--- src/rtl/dunc16_mem_responder.sv ---
// Purpose: word-addressed 16-bit RAM serving DUNC16 CPU fetch/LDA/STA over a REQ/ACK
//          handshake, plus a loader write port usable while the CPU is idle.
// Latency: request sampled in IDLE at edge 0; ACK/RDATA visible after edge WAIT_STATES+1.
// Backpressure: BUSY while an access is in flight; loader stalls (LD_READY=0) unless IDLE with no REQ.
// Ports:
//   CLK, RESET            clock, asynchronous active-low reset
//   REQ, WE, ADDR, WDATA  CPU request, latched when sampled in IDLE
//   RDATA, ACK, BUSY      registered read data, one-cycle completion pulse, in-flight flag
//   LD_VALID/ADDR/DATA    loader write strobe, address, data
//   LD_READY              loader write accepted this cycle
module dunc16_mem_responder #(
    parameter int AW          = 8,
    parameter int WAIT_STATES = 0
) (
    input  logic          CLK,
    input  logic          RESET,
    input  logic          REQ,
    input  logic          WE,
    input  logic [AW-1:0] ADDR,
    input  logic [15:0]   WDATA,
    output logic [15:0]   RDATA,
    output logic          ACK,
    output logic          BUSY,
    input  logic          LD_VALID,
    input  logic [AW-1:0] LD_ADDR,
    input  logic [15:0]   LD_DATA,
    output logic          LD_READY
);

    localparam logic [3:0] WS = 4'(WAIT_STATES);

    typedef enum logic [1:0] {
        S_IDLE   = 2'd0,
        S_WAIT   = 2'd1,
        S_ACCESS = 2'd2,
        S_RESP   = 2'd3
    } state_t;

    state_t        state;
    state_t        state_nxt;
    logic [3:0]    wait_cnt;
    logic          req_we;
    logic [AW-1:0] req_addr;
    logic [15:0]   req_wdata;
    logic          take_req;
    logic          ld_write;
    logic          cpu_access;

    // Contents deliberately survive reset so a loaded program is kept.
    logic [15:0]   mem [0:(1<<AW)-1];

    // State register
    always_ff @(posedge CLK or negedge RESET) begin
        if (!RESET) begin
            state <= S_IDLE;
        end else begin
            state <= state_nxt;
        end
    end

    // Next-state logic
    always_comb begin
        state_nxt = state;
        case (state)
            S_IDLE:   if (REQ) state_nxt = (WS != 4'd0) ? S_WAIT : S_ACCESS;
            // Counter is loaded with WAIT_STATES, so leaving at 1 gives exactly that many WAIT cycles.
            S_WAIT:   if (wait_cnt == 4'd1) state_nxt = S_ACCESS;
            S_ACCESS: state_nxt = S_RESP;
            S_RESP:   state_nxt = S_IDLE;
            default:  state_nxt = S_IDLE;
        endcase
    end

    // Output / control decode
    always_comb begin
        BUSY       = (state != S_IDLE);
        // CPU wins arbitration: loader is only accepted in IDLE with no pending REQ.
        LD_READY   = (state == S_IDLE) && !REQ;
        take_req   = (state == S_IDLE) && REQ;
        ld_write   = LD_READY && LD_VALID;
        cpu_access = (state == S_ACCESS);
    end

    // Request latches, wait counter, response registers
    always_ff @(posedge CLK or negedge RESET) begin
        if (!RESET) begin
            req_we    <= 1'b0;
            req_addr  <= '0;
            req_wdata <= 16'h0000;
            wait_cnt  <= 4'd0;
            RDATA     <= 16'h0000;
            ACK       <= 1'b0;
        end else begin
            if (take_req) begin
                req_we    <= WE;
                req_addr  <= ADDR;
                req_wdata <= WDATA;
                wait_cnt  <= WS;
            end else if (state == S_WAIT) begin
                wait_cnt  <= wait_cnt - 4'd1;
            end
            // ACK is high only during RESP, the cycle after ACCESS.
            ACK <= cpu_access;
            if (cpu_access && !req_we) begin
                RDATA <= mem[req_addr];
            end
        end
    end

    // RAM write port: CPU write in ACCESS, loader write in IDLE (never both).
    always_ff @(posedge CLK) begin
        if (cpu_access && req_we) begin
            mem[req_addr] <= req_wdata;
        end else if (ld_write) begin
            mem[LD_ADDR] <= LD_DATA;
        end
    end

endmodule

--- config.mk ---
export PLATFORM = sky130hd
export DESIGN_NAME = dunc16_mem_responder
export DESIGN_NICKNAME = d
export VERILOG_FILES = /design/src/rtl/dunc16_mem_responder.sv
export SDC_FILE = /design/constraint.sdc
export NUM_CORES = 2
export LEC_CHECK = 0
export BUFFER_PORTS_ARGS = -buffer_cell sky130_fd_sc_hd__buf_2
export CORE_ASPECT_RATIO = 0.75
export CORE_MARGIN = 1
export CORE_UTILIZATION = 57
export CTS_CLUSTER_DIAMETER = 50
export DETAILED_ROUTE_END_ITERATION = 16
export GPL_TIMING_DRIVEN = 0
export PLACE_DENSITY_LB_ADDON = 0.3
export SYNTH_ARGS = -nofsm -noshare
export SYNTH_HDL_FRONTEND = slang
export SYNTH_SLANG_ARGS = --single-unit
--- constraint.sdc ---
create_clock -name CLK -period 4 [get_ports CLK]
set_input_delay 0.8 -clock CLK [delete_from_list [all_inputs] [get_ports CLK]]
set_output_delay 0.8 -clock CLK [all_outputs]
set_load 0.03 [all_outputs]
==> results.txt <==
Post-Layout Cell Count = 12,170
Clk Latency, worst-skew pair = 0.95 ns
crit path kind = reg -> reg
CTS H-tree lvls = 5
most frequent cell after synthesis = edfxtp_1
slew margin rel. = -8.835%
FFs w/ async S/R, synth = 1.158%
Root Buffer = clkbuf_16
clock buffer depth = 4
largest net degree at the start of global routing = 173
first-pass GRT wire length = 688.8 mm
die area = 280,700 um^2
P_leak = 57.53 nW
Final ANT Viol Nets = 0
clk_skew = 0.07831 ns
Synthesis Warnings = 0
Critical Path AT = 5.12 ns
share of cells above drive strength 1 = 31.32%
fillcell total = 17,010
worst min path class = in -> reg
Worst Slack Setup Final = -0.2779 ns
top_reg_cell synth = edfxtp_1
Core Area = 276,700 um^2
Mapped Cells = 7,312
Initial Utilization = 57.40%
Critical Path Fanout Max = 10
worst-path cell chain = clkbuf_2, nor3_1, clkbuf_1, o21ai_0, o211ai_1, or4_1, nand3_1, o211ai_1
DRT iter0 DRCs = 16,250
Area contributors post-synth = edfxtp_1 77%, mux4_2 13%, a22oi_1 1.6%
placed wire-length estimate = 350.6 mm
die height = 459.1 um
routed len/inst = 42.33 um
setup violators final = 978
clock buffer count from CTS = 386
Mapped Nets = 7,367
slowest cell on the critical path = nor3_1
WHS = 0.1152 ns
fmax = 0.2338 GHz
critical path startpoint category = flip-flop
GPL Wtd Cong = 1.055
Final Hold Vio Count = 0
R2R setup slack = -0.28 ns
Yosys top cell area share = 77.46%
WP data required = 4.85 ns
failing checks = max-capacitance violations, max-slew violations, negative setup slack
number of global-route vias before repair = 82,580
clk sinks = 4,144
total wire length = 515.3 mm
period utilisation layout = 106.9%
crit path time final = 4.278 ns
post-synthesis sequential area ratio = 78.21%
GRT overflow = 0
Worst Max-Slew Pin Slew = 1.633 ns
Synth area leader = edfxtp_1
Reg area = 124,200 um^2
Most common cell on crit path = o211ai_1
multi-input logic area = 34,550 um^2
status = finished with violations
Slew Limit Fails = 8
DIE WIDTH = 611.5 um
std cell rows = 167
placed cells = 11,380
GRT Total Usage = 36.59%
initial antenna violation count = 67
post-DR vias/cell = 7.179
synthesized area = 158,800 um^2
top post-synthesis cells by count = 4,096 x edfxtp_1, 882 x mux4_2, 341 x a22oi_1, 273 x nor2_1, 220 x clkbuf_1
final non-filler cell area = 184,900 um^2
Syn Area/Cell = 21.72 um^2
TritonCTS clock tree = done
Peak supply drop = 0.8390 mV
Max Cap Viol = 1
Worst-path clk slew = 0.07 ns
Syn-to-layout area delta = 16.45%
total number of vias = 87,400
nets@finish = 8,159
distinct cell type count of the synthesized netlist = 58
# port buffers = 71
Boundary Pins = 72
number of synthesized flops with an enable pin = 4,096
DR pass1 iterations = 6
# DRC = 0
RSZ-0062 raised after global routing = yes
Critical Path End Type = flip-flop
Placed Area = 169,900 um^2
Overall Power = 0.1424 W
max incr delay on CP = 0.98 ns
power per cell area = 769.9 nW/um^2
post-synthesis register bit count = 4,144
-- critical path, delay by kind of cell, from the launching register on --
family                 cells  cell delay [ns]
buffers and inverters      2             0.94
and+or+nand+nor            3             1.54
AOI/OAI and AO/OA          3             1.22
DFF                        1             0.44
-- layout make-up --
| class | count | share of cell area, % |
|---|---|---|
| diodes | 36 | 0.04872 |
| plain buffers | 447 | 1.502 |
| clock buffers | 469 | 5.477 |
| clock inverters | 235 | 1.207 |
| inverters | 10 | 0.02233 |
| multi-input cells | 2711 | 18.69 |
| flip-flops and latches | 4144 | 67.17 |
| well taps | 3718 | 2.516 |
| repair buffers | 404 | 3.373 |
-- final timing paths --
path,start,endpoint,cells after the start
max in group asynchronous,RESET,RDATA[0]$_DFFE_PN0P_,3
min in group asynchronous,RESET,req_wdata[15]$_DFFE_PN0P_,2
worst min-delay path,WDATA[12],req_wdata[12]$_DFFE_PN0P_,2
worst min register to register,state[0]$_DFFE_PN0P_,state[1]$_DFFE_PN0P_,1
worst max-delay path,req_addr[4]$_DFFE_PN0P_,RDATA[0]$_DFFE_PN0P_,8
worst max register to register,req_addr[4]$_DFFE_PN0P_,RDATA[0]$_DFFE_PN0P_,8
-- cell families (layout without fill, tap and decap cells) --
group | Yosys count | in the layout | share of synthesized area, %
adder cells (fa/ha/maj) | 2 | 2 | 0.01576
multiplexers | 1211 | 1212 | 14.69
AND/OR/NAND/NOR | 707 | 707 | 2.049
AO/OA/AOI/OAI | 788 | 788 | 3.516
flip-flops | 4144 | 4144 | 78.21
XOR/XNOR | 2 | 2 | 0.01103
buffers and inverters | 458 | 1565 | 1.505
other | 0 | 36 | 0
-- stage by stage --
step	setup TNS, ns	util (%)	setup WS (ns)
5_1_grt	-25.40	66.81	-0.2433
2_1_floorplan	-1167.64	-	-0.4380
3_5_place_dp	-5729.77	61.40	-2.037
4_1_cts	-11.41	66.52	-0.1802
3_3_place_gp	-	59.21	-5.124
6_report	-88.97	66.84	-0.2779
-- timing repair --
item | 4_1_cts | 5_1_grt
endpoints found under the hold margin | 48 | 0
resized for setup | 334 | 184
cloned | 0 | 1
setup endpoints to repair | 6210 | 2658
setup buffers | 35 | 20
pin swaps | 26 | 20
hold buffers | 1 | 0
-- state kept, by name (all words and copies together) (netlist names) --
name,count
mem,4096
RDATA,16
req_wdata,16
req_addr,8
wait_cnt,4
state,2
ACK,1
req_we,1
-- routing by layer --
metal	global-route usage, %	vias to the layer above	share of wire (%)
li1	-	32610	-
met1	51.14	45320	35
met2	49.33	8132	41
met3	16.83	1291	18
met4	16.43	48	5.4
met5	0.6176	-	0.068
-- power breakdown --
group | switching [W] | total [W] | internal, W | leakage, nW
Combinational | 0.0352 | 0.0496 | 0.0144 | 14.0
Clock | 0.0163 | 0.0368 | 0.0205 | 6.03
Sequential | 0.000521 | 0.0559 | 0.0554 | 37.5
-- cell usage in the layout (no fill, tap or decap), types with 82 or more instances in the layout --
cell type     n
a21oi_1     109
a22oi_1     341
buf_16       82
buf_2       159
buf_8       187
clkbuf_1    192
clkbuf_16   393
edfxtp_1   4096
mux2_2      116
mux2i_1     196
mux4_2      882
nand2_1     145
nor2_2      129
nor2_4      131
(Power assumes the default switching activity.)
